===== config.mk =====
export PLATFORM = sky130hd
export DESIGN_NAME = stage_skid_pipereg
export DESIGN_NICKNAME = d
export VERILOG_FILES = /design/src/rtl/pipe_pkg.sv /design/src/rtl/stage_skid_pipereg_beat_pack.sv /design/src/rtl/stage_skid_pipereg.sv
export SDC_FILE = /design/constraint.sdc
export NUM_CORES = 1
export LEC_CHECK = 0
export CORE_MARGIN = 10
export CORE_UTILIZATION = 45
export CTS_CLUSTER_DIAMETER = 80
export DETAILED_ROUTE_END_ITERATION = 7
export GPL_ROUTABILITY_DRIVEN = 0
export HOLD_SLACK_MARGIN = 0.02
export PLACE_DENSITY = 0.75
export SLEW_MARGIN = 25
export SYNTH_ARGS = -nofsm -noshare
export SYNTH_HDL_FRONTEND = slang
export SYNTH_SLANG_ARGS = --single-unit

===== constraint.sdc =====
create_clock -name clk -period 2.48 [get_ports clk]
set_clock_uncertainty 0.2 [all_clocks]
set_input_delay 0.248 -clock clk [delete_from_list [all_inputs] [get_ports clk]]
set_output_delay 0.248 -clock clk [all_outputs]
set_load 0.05 [all_outputs]

===== src/rtl/pipe_pkg.sv =====
// rtl/pipe_pkg.sv - shared pipeline-register types, exception codes and bubble beat
package pipe_pkg;

  localparam int DATA_W = 32;
  localparam int NLANE  = 4;
  localparam int EXC_W  = 5;

  localparam logic [31:0] RESET_PC = 32'h0000_3000;

  // Interrupt is moved off code 0 because 0 is reserved for "no exception".
  localparam logic [EXC_W-1:0] EXC_NONE = 5'd0;
  localparam logic [EXC_W-1:0] EXC_INT  = 5'd31;
  localparam logic [EXC_W-1:0] EXC_ADEL = 5'd4;
  localparam logic [EXC_W-1:0] EXC_ADES = 5'd5;
  localparam logic [EXC_W-1:0] EXC_RI   = 5'd10;
  localparam logic [EXC_W-1:0] EXC_OV   = 5'd12;

  typedef enum logic [1:0] {
    LVL_EMPTY = 2'd0,
    LVL_ONE   = 2'd1,
    LVL_FULL  = 2'd2
  } level_e;

  typedef struct packed {
    logic [DATA_W-1:0]       ir;
    logic [DATA_W-1:0]       pc;
    logic [NLANE*DATA_W-1:0] lanes;
    logic [DATA_W-1:0]       res;
    logic                    bd;
    logic                    br_true;
    logic [EXC_W-1:0]        exc;
  } beat_t;

  localparam beat_t BUBBLE = '{ir: '0, pc: RESET_PC, lanes: '0, res: '0,
                               bd: 1'b0, br_true: 1'b0, exc: EXC_NONE};

  function automatic int sel_w(input int nsrc);
    return (nsrc > 1) ? $clog2(nsrc) : 1;
  endfunction

endpackage


===== src/rtl/stage_skid_pipereg_beat_pack.sv =====
// rtl/stage_skid_pipereg_beat_pack.sv - result select, exception merge and beat packing
module beat_pack #(
  parameter int DATA_W = 32,
  parameter int NLANE  = 4,
  parameter int NSRC   = 2,
  parameter int EXC_W  = 5,
  parameter int SEL_W  = 1,
  localparam int BEAT_W = (3 + NLANE) * DATA_W + 2 + EXC_W
) (
  input  logic [DATA_W-1:0]       ir,
  input  logic [DATA_W-1:0]       pc,
  input  logic [NLANE*DATA_W-1:0] lanes,
  input  logic [NSRC*DATA_W-1:0]  res,
  input  logic [SEL_W-1:0]        res_sel,
  input  logic                    bd,
  input  logic                    br_true,
  input  logic [EXC_W-1:0]        exc_now,
  input  logic [EXC_W-1:0]        exc_pre,
  output logic [BEAT_W-1:0]       beat
);
  import pipe_pkg::*;

  logic [DATA_W-1:0] res_mux;
  logic [EXC_W-1:0]  exc_mux;

  // Out-of-range selects fall back to source 0.
  always_comb begin
    res_mux = res[DATA_W-1:0];
    for (int i = 1; i < NSRC; i++) begin
      if (int'(res_sel) == i) res_mux = res[i*DATA_W +: DATA_W];
    end
  end

  assign exc_mux = (exc_now != EXC_W'(EXC_NONE)) ? exc_now : exc_pre;

  assign beat = {ir, pc, lanes, res_mux, bd, br_true, exc_mux};

endmodule


===== src/rtl/stage_skid_pipereg.sv =====
// rtl/stage_skid_pipereg.sv - valid/ready pipeline register with 2-entry skid and flush
module stage_skid_pipereg #(
  parameter int DATA_W = pipe_pkg::DATA_W,
  parameter int NLANE  = pipe_pkg::NLANE,
  parameter int NSRC   = 2,
  parameter int EXC_W  = pipe_pkg::EXC_W,
  parameter logic [DATA_W-1:0] RESET_PC = DATA_W'(pipe_pkg::RESET_PC),
  localparam int SEL_W = (NSRC > 1) ? $clog2(NSRC) : 1
) (
  input  logic                    clk,
  input  logic                    reset,
  input  logic                    flush,
  input  logic                    in_valid,
  output logic                    in_ready,
  input  logic [DATA_W-1:0]       in_ir,
  input  logic [DATA_W-1:0]       in_pc,
  input  logic [NLANE*DATA_W-1:0] in_lanes,
  input  logic [NSRC*DATA_W-1:0]  in_res,
  input  logic [SEL_W-1:0]        in_res_sel,
  input  logic                    in_bd,
  input  logic                    in_br_true,
  input  logic [EXC_W-1:0]        exc_now,
  input  logic [EXC_W-1:0]        exc_pre,
  output logic                    out_valid,
  input  logic                    out_ready,
  output logic [DATA_W-1:0]       out_ir,
  output logic [DATA_W-1:0]       out_pc,
  output logic [NLANE*DATA_W-1:0] out_lanes,
  output logic [DATA_W-1:0]       out_res,
  output logic                    out_bd,
  output logic                    out_br_true,
  output logic [EXC_W-1:0]        out_exc,
  output logic [1:0]              level
);
  import pipe_pkg::*;

  typedef struct packed {
    logic [DATA_W-1:0]       ir;
    logic [DATA_W-1:0]       pc;
    logic [NLANE*DATA_W-1:0] lanes;
    logic [DATA_W-1:0]       res;
    logic                    bd;
    logic                    br_true;
    logic [EXC_W-1:0]        exc;
  } stage_beat_t;

  localparam stage_beat_t BUBBLE_BEAT = '{ir: '0, pc: RESET_PC, lanes: '0, res: '0,
                                          bd: 1'b0, br_true: 1'b0, exc: '0};

  logic [$bits(stage_beat_t)-1:0] in_beat_vec;
  stage_beat_t in_beat, head, skid;
  level_e      occ, occ_n;
  logic        accept, pop;

  beat_pack #(
    .DATA_W(DATA_W), .NLANE(NLANE), .NSRC(NSRC), .EXC_W(EXC_W), .SEL_W(SEL_W)
  ) u_beat_pack (
    .ir(in_ir), .pc(in_pc), .lanes(in_lanes), .res(in_res), .res_sel(in_res_sel),
    .bd(in_bd), .br_true(in_br_true), .exc_now(exc_now), .exc_pre(exc_pre),
    .beat(in_beat_vec)
  );

  assign in_beat = in_beat_vec;
  assign accept  = in_valid & in_ready;
  assign pop     = out_valid & out_ready;

  always_comb begin
    occ_n = occ;
    case (occ)
      LVL_EMPTY: if (accept) occ_n = LVL_ONE;
      LVL_ONE: begin
        if (pop && !accept)      occ_n = LVL_EMPTY;
        else if (accept && !pop) occ_n = LVL_FULL;
      end
      LVL_FULL:  if (pop) occ_n = LVL_ONE;
      default:   occ_n = LVL_EMPTY;
    endcase
    if (flush) occ_n = LVL_EMPTY;
  end

  // in_ready and out_valid are registered from the next occupancy so no
  // combinational path crosses the register in either direction.
  always_ff @(posedge clk or negedge reset) begin
    if (!reset) begin
      head      <= BUBBLE_BEAT;
      skid      <= BUBBLE_BEAT;
      occ       <= LVL_EMPTY;
      in_ready  <= 1'b1;
      out_valid <= 1'b0;
    end else begin
      occ       <= occ_n;
      in_ready  <= (occ_n != LVL_FULL);
      out_valid <= (occ_n != LVL_EMPTY);
      if (flush) begin
        head <= BUBBLE_BEAT;
        skid <= BUBBLE_BEAT;
      end else begin
        case (occ)
          LVL_EMPTY: if (accept) head <= in_beat;
          LVL_ONE: begin
            if (accept && pop) head <= in_beat;
            else if (accept)   skid <= in_beat;
            else if (pop)      head <= BUBBLE_BEAT;
          end
          LVL_FULL: begin
            if (pop) begin
              head <= skid;
              skid <= BUBBLE_BEAT;
            end
          end
          default: begin
            head <= BUBBLE_BEAT;
            skid <= BUBBLE_BEAT;
          end
        endcase
      end
    end
  end

  assign out_ir      = head.ir;
  assign out_pc      = head.pc;
  assign out_lanes   = head.lanes;
  assign out_res     = head.res;
  assign out_bd      = head.bd;
  assign out_br_true = head.br_true;
  assign out_exc     = head.exc;
  assign level       = occ;

endmodule


# Word level (Yosys, flattened, before mapping)

Index checks and enable logic that the tools add are counted.

Flip-flop bits (word level): 466
Bits in latches: 0
Memory bits (writable): 0
Bits in read-only memories: 0
Input port bits: 274
Output and inout bits: 235
Word-level logic and storage cells: 57
Memories kept: 0

Add/sub/neg operators: 0
Multipliers: 0
Divide/modulo/power cells: 0
$lt $le $gt $ge: 0
Equal/unequal tests: 10
Shift operators: 0
Mux-type cells: 18
Bitwise gates (word level): 2
Reductions and logical operators: 10

Operators with widths:

| kind                                                | count |
|---|---|
| 2-to-1 mux 231 bit                                  | 8 |
| one-hot mux 231 bit (3 select lines)                | 2 |
| 2-to-1 mux 32 bit                                   | 1 |
| != test 3 bit, second input constant                | 4 |
| 2-to-1 mux 2 bit                                    | 5 |
| != test 4 bit, second input constant                | 2 |
| AND reduction 4 bit                                 | 2 |
| one-hot mux 2 bit (3 select lines)                  | 1 |
| 2-to-1 mux 5 bit                                    | 1 |
| nonzero test 5 bit                                  | 1 |
| != test 2 bit, second input constant                | 2 |
| logical AND 1 bit                                   | 3 |
| AND 1 bit                                           | 2 |
| equality test 2 x 1 -> 1 bit, second input constant | 1 |
| equality test 2 bit, second input constant          | 1 |
| zero test 1 bit                                     | 2 |
| zero test 2 bit                                     | 1 |
| nonzero test 2 bit                                  | 1 |

# Logic depth before layout (Yosys ltp)

Depth after elaboration: 8
Gate-level depth with buffers: 8
Mapped depth without buffers: 4

# Cells and area by module

From an unflattened synthesis, not the netlist that was laid out.

Cells, all modules: 2321
Area, all modules: 25160.4 sq um

By module, submodules not included:

| module             | times used | cells each | area an instance (sq um) | seq. area each (sq um) |
|---|---|---|---|---|
| stage_skid_pipereg | 1          | 2079       | 23085.9                  | 11667.4 |
| beat_pack          | 1          | 242        | 2074.5                   | 0.0 |

# Least setup slack after synthesis

OpenSTA, ideal clock, no wires.

Kind: reg2reg
Start point: register occ[0], in the netlist level[0]
End point: register head (netlist bit out_res[14])
Arrival: 1.947 ns
Setup slack: 0.207 ns
Stages on the path, launching flop included: 8
Buffers on the path: 4
Period minus slack after synthesis: 2.273 ns
Path through: dfrtp_1 -> buf_2 -> nand3_1 -> and4_1 -> clkbuf_1 -> buf_6 -> buf_2 -> a221o_1

Cells in the longest elaborated chain, start to end: 3
Elaborated cells on any way between the ends: 10
Those cells by class: eq/ne (6); mux (2); reduce/logical (2)

RTL lines:

| element                                                                    | RTL line                  | source |
|---|---|---|
| start, declared                                                            | stage_skid_pipereg.sv:52  | `level_e occ, occ_n;` |
| start signal, assigned                                                     | stage_skid_pipereg.sv:91  | `occ <= occ_n;` |
| equality test 2 x 1 -> 1 bit, or another cell as far along                 | stage_skid_pipereg.sv:98  | `case (occ)` |
| != test 4 bit (no line), or another cell as far along                      | -                         |  |
| AND reduction 4 bit (no line) / 2-to-1 mux 231 bit (equally long branches) | -                         |  |
| end signal, assigned                                                       | stage_skid_pipereg.sv:99  | `LVL_EMPTY: if (accept) head <= in_beat;` |
| end signal, assigned                                                       | stage_skid_pipereg.sv:101 | `if (accept && pop) head <= in_beat;` |
| end signal, assigned                                                       | stage_skid_pipereg.sv:107 | `head <= skid;` |
| end, declared                                                              | stage_skid_pipereg.sv:51  | `stage_beat_t in_beat, head, skid;` |

Several ways; a longest one is shown, not always the timed one.
A chain may end at the register's enable or synchronous reset.

# Worst setup path after layout

Start point: register head (netlist bit out_pc[12])
End point: output out_pc[12]

RTL lines:

| element       | RTL line                 | source |
|---|---|---|
| end, declared | stage_skid_pipereg.sv:27 | `output logic [DATA_W-1:0] out_pc,` |

No word-level cell between the ends.

==> out/metrics.cfg <==
[status]
outcome = finished, violations left
violations = DRC

[clock_tree]
clockBufferDepth = 3
clock_latency_ps = 590
cts-root-buf = clkbuf_16
cts_tree = done
clock-sinks = 466
post_cts_buffers = 0
cts_buffers = 51
clkSlewWorstSetupHoldPaths_ps = 60
cts-htree-levels = 2

[pwr]
finalPower_w = 0.0210
p_leak_nw = 13.7
power_frac_comb = 0.219
p_int_w = 0.0147
seq_power_share = 0.408
switching_share = 0.300
powerDensity_nw_per_um2 = 738
peakVddDrop_mv = 0.775
clockPowerShare = 0.372
power.switching_w = 0.00629

[critical_path]
start_kind = register
max_stage_delay_ps = 850
crit_path_end_kind = output pin
crit_chain = clkdlybuf4s50_1
cp.depth = 1
cp.required_ps = 2030
critPathTopFamily = buffers and inverters
critical_path_class = reg -> out
cp_data_arrival_time_ps = 1970
worstRegToRegCells = 5
cp_max_fo = 2
cpMaxStageDelayCell = clkdlybuf4s50_1
worst-path-buf-inv = 1

[timing]
fin_ws_ps = 60.9
period_needed_ps = 2420
slew_viol_final = 0
layout_worst_path_cycle_share = 0.975
setup_tns_ps = 0
rsz0062_at_grt = no
setup_viol = 0
fmax_ghz = 0.413
final-hold-violation-count = 0
relSlewSlack = 0.422
tightest_slew_ps = 859

[grt]
gr-total-overflow = 0
grtUsageMet3 = 0.0484
grt.busiest_layer = met2
grt_max_degree = 76
grt_pass1_wl_mm = 100
met2_usage = 0.389
groute.layer.met1.usage = 0.290
antenna_found_initial = 12
grt_pass1_vias = 17100
grt.total_usage = 0.232

[route]
drtIter0Drc = 2067
drc = 15
viasPerCell = 5.61
post_drt_wl_per_cell_um = 22.3
drtAntennaViolNets = 0
totalWireLength_mm = 64.9
first_pass_iters = 8
via_count = 16300

[logic_synthesis]
syn_inst = 1754
yosysTopAreaCell = dfrtp_1
yosysTopAreaCellShare = 0.570
synth-seq-area-share = 0.577
syn_nets = 2028
synth_edf_count = 0
syn_avg_cell_area_um2 = 11.5
synth_area_um2 = 20200
ys_ff_latch = 466
ys_warn_count = 0
ys.flop_type = dfrtp_1
postSynth.asyncResetShare = 1.00
synthDistinctLibCells = 41
yosys-top-cells-area = dfrtp_1 (57%), mux2i_1 (11%), a222oi_1 (7.9%), inv_1 (5.8%), a22o_1 (3.4%)

[cells_and_area]
fin_util = 0.640
area_growth_pct = 40.3
layout.cells.non_filler = 2911
drive_gt1_frac = 0.0815
nets = 2541

[min_path]
min_path_type = in -> async

[placement]
dpl.hpwl_mm = 44.6
pre_cts_ws_ps = 18.5
port_buffers = 508
dp_cells = 2782

[floorplanning]
ios = 509
core-area_um2 = 44300
die_area_um2 = 53800
die_h_um = 232
die_w_um = 232
start_util = 0.456
row_count = 77

[run]
max-cap-violations = 0

## routing by layer
| metal | wire [µm] | part of all wire |
|---|---|---|
| met5 | 0 | 0 |
| met4 | 2080 | 0.032 |
| met3 | 4260 | 0.066 |
| met2 | 32700 | 0.50 |
| met1 | 25900 | 0.40 |
## Yosys cell counts, types with 2 or more instances
master and number:
mux2_1 17, a21oi_1 5, clkbuf_1 31, nand2_1 152, a31oi_1 9, buf_1 3
a221o_1 35, dfrtp_1 461, nand3_1 4, dfstp_2 5, o2bb2ai_1 35, inv_1 313
nand2b_1 2, buf_6 2, mux2i_1 215, a22o_1 79, or3_1 2, nor2b_1 5
mux2_2 20, nor2_1 77, o22ai_1 2, a222oi_1 159, a21o_1 2, buf_2 95
buf_4 8
## cell families after synthesis
logic type,Yosys count,synth area share
AOI/OAI and AO/OA,333,0.154
buffers and inverters,452,0.0920
DFF,466,0.577
and+or+nand+nor,251,0.0505
muxes,252,0.127
## cells in the final DEF (no fill, tap or decap), drive strengths merged, types with 4 or more instances in the layout
| cell | netlist | routed |
|---|---|---|
| dfrtp | 461 | 461 |
| mux2i | 215 | 215 |
| dlygate4sd3 | 0 | 24 |
| dfstp | 5 | 5 |
| nor2 | 77 | 77 |
| diode | 0 | 12 |
| a221o | 35 | 35 |
| clkdlybuf4s50 | 0 | 503 |
| nor2b | 5 | 5 |
| nand2 | 152 | 152 |
| clkinv | 0 | 9 |
| inv | 313 | 313 |
| o2bb2ai | 35 | 35 |
| clkbuf | 31 | 79 |
| bufinv | 0 | 4 |
| mux2 | 37 | 37 |
| a21oi | 6 | 6 |
| a222oi | 159 | 159 |
| nand3 | 4 | 4 |
| buf | 108 | 70 |
| a31oi | 9 | 9 |
| a22o | 79 | 79 |
## final cells by class
cell class,count,area [µm²]
fill,3342,15900
sequential,466,11700
multi-input combinational,836,6740
timing repair buffer,599,6290
clock buffer,79,1550
inverter,313,1170
tap,592,741
clock inverter,14,188
antenna,12,30.0
## worst paths after layout
path / from / end / slack [ps]
worst max-delay path: out_pc[12] / out_pc[12] / 60
worst min-delay path: reset / skid[33] / 30
worst max register to register: level[0] / skid[19] / 310
worst min register to register: skid[179] / skid[179] / 270
max in group asynchronous: reset / skid[151] / 1170
min in group clk: in_ir[19] / skid[218] / 50
## power by group through the flow
stage / clock, W / combinational, W / sequential (W)
2_1_floorplan: 0 / 0.00136 / 0.00980
3_3_place_gp: 0 / 0.00451 / 0.00865
3_5_place_dp: 0 / 0.00458 / 0.00867
4_1_cts: 0.00794 / 0.00463 / 0.00855
5_1_grt: 0.00826 / 0.00486 / 0.00861
6_report: 0.00780 / 0.00460 / 0.00856
## what timing repair did
item,CTS,global route
hold buffers,24,0
resized for setup,2,0
setup endpoints to repair,2,0
hold endpoints to repair,483,0
## state kept, by name, indices dropped and copies added, names as in the netlist, 2 cells and up
signal / flops
out_pc: 32
level: 2
skid: 231
out_ir: 32
out_lanes: 128
out_exc: 5
out_res: 32
## per-stage QoR
stage / instance area, µm² / hold WS (ps)
after floorplan: 20200 / -248
after global placement: 26400 / 46.4
after detailed placement: 26400 / 56.0
after CTS: 28400 / 20.2
after global routing: 28400 / 32.3
final: 28400 / 33.2
No activity file was read; power rests on OpenSTA's default activity.
==> patch, RTL diff (config.mk and constraints unchanged) <==
Reset style: synchronous (`reset`), changed in one clocked block.
--- a/src/rtl/stage_skid_pipereg.sv
+++ b/src/rtl/stage_skid_pipereg.sv
@@ -80,7 +80,7 @@
 
   // in_ready and out_valid are registered from the next occupancy so no
   // combinational path crosses the register in either direction.
-  always_ff @(posedge clk or negedge reset) begin
+  always_ff @(posedge clk) begin
     if (!reset) begin
       head      <= BUBBLE_BEAT;
       skid      <= BUBBLE_BEAT;
Function: not settled (the Yosys comparison gave no result); the edit may change what the design does.
==> patch against the original RTL <==
  * Hold slack better by 13 ps
  * Setup slack better by 69 ps
  * Sequential share of layout area fell by 5.6 points
  * Area after synthesis decreased by 7.5%
  * Count of clock-buffer cells in the layout grew 1
  * Wire length increased by 3.9%
  * Sequential cell count unchanged
  * Final area down 7.5%
  * Total power shrank 16%
  * Via count increased by 7.2%
  * Critical endpoint is now level[0]
  * Largest power group unchanged
==> patch: results (changes against the original RTL) <==
| Metric | Value |
|---|---|
| Post-cts resize count | `0 (was 2)` |
| Hold crit path type | `input pin to flip-flop (was input pin to asynchronous set/reset pin)` |
| DP Area | `24,590 um^2 (was 26,370 um^2)` |
| Hold_buf cts | `3 (was 24)` |
| M1 wire length | `27,180 um (was 25,930 um)` |
| DR WL met2 | `32,790 um (was 32,680 um)` |
| Routed via count | `17,520 (was 16,340)` |
| Clk network pwr share | `41.7% (was 37.2%)` |
| Non-Filler Instances | `2,969 (was 2,911)` |
| GR Util met2 | `42.23% (was 38.87%)` |
| Worst reg2reg path endpoint | `out_lanes[122]$_SDFFE_PP0P_ (was skid[19]$_DFFE_PN0P_)` |
| Layout cells sized above 1 | `8.069% (was 8.149%)` |
| Worst path max stage delay | `870 ps (was 850 ps)` |
| Filler cell count | `3,258 (was 3,342)` |
| Cts bufs inserted | `49 (was 51)` |
| M3 GR Usage | `7.134% (was 4.838%)` |
| Register area share after synthesis | `49.84% (was 57.68%)` |
| Avg Synthesized Cell Area | `9.491 um^2 (was 11.53 um^2)` |
| All-Layer GR Usage | `25.53% (was 23.23%)` |
| P_int | `13,020 uW (was 14,670 uW)` |
| Power, Total | `17,590 uW (was 20,960 uW)` |
| Layout Nets | `2,665 (was 2,541)` |
| Crit path time final | `2350 ps (was 2419 ps)` |
| Seq. pwr | `7780 uW (was 8560 uW)` |
| Slew @ Worst Pin | `751.4 ps (was 859.4 ps)` |
| Largest net degree at the start of global routing | `111 (was 76)` |
| Worst R2R Setup Slack | `230 ps (was 310 ps)` |
| Pre-CTS setup slack | `58.66 ps (was 18.52 ps)` |
| WP data arrival | `1900 ps (was 1970 ps)` |
| Top Layer Used | `met5 (was met4)` |
| Status | `complete, no violations (was finished, violations left)` |
| DR WL/cell | `22.74 um (was 22.31 um)` |
| Placed insts | `2,869 (was 2,782)` |
[patch: kinds of logic after synthesis]
family	share of synthesized area (%)
AO/OA/AOI/OAI	27.90
flip-flops	49.84
multiplexers	9.199
AND/OR/NAND/NOR	8.289
buffers and inverters	4.766
[patch: worst max-delay path by stage]
stage,start,to,depth (start not counted)
global route,level[0]$_SDFF_PN0_,level[0],1
detailed placement,in_valid,out_lanes[108]$_SDFFE_PP0P_,7
CTS,in_ready$_SDFF_PN1_,in_ready,1
floorplan,level[1]$_SDFF_PN0_,out_exc[0]$_SDFFE_PP0P_,7
finish,level[0]$_SDFF_PN0_,level[0],1
global placement,out_ready,out_lanes[93]$_SDFFE_PP0P_,7
[patch: area by class of cell]
cell class / count / area share [%]
Antenna cell: 8 / 0.07626
Clock buffer: 80 / 5.724
Clock inverter: 9 / 0.3956
Inverter: 4 / 0.05720
Multi-Input combinational cell: 1293 / 32.59
Sequential cell: 466 / 35.56
Tap cell: 532 / 2.536
Timing Repair Buffer: 577 / 23.06
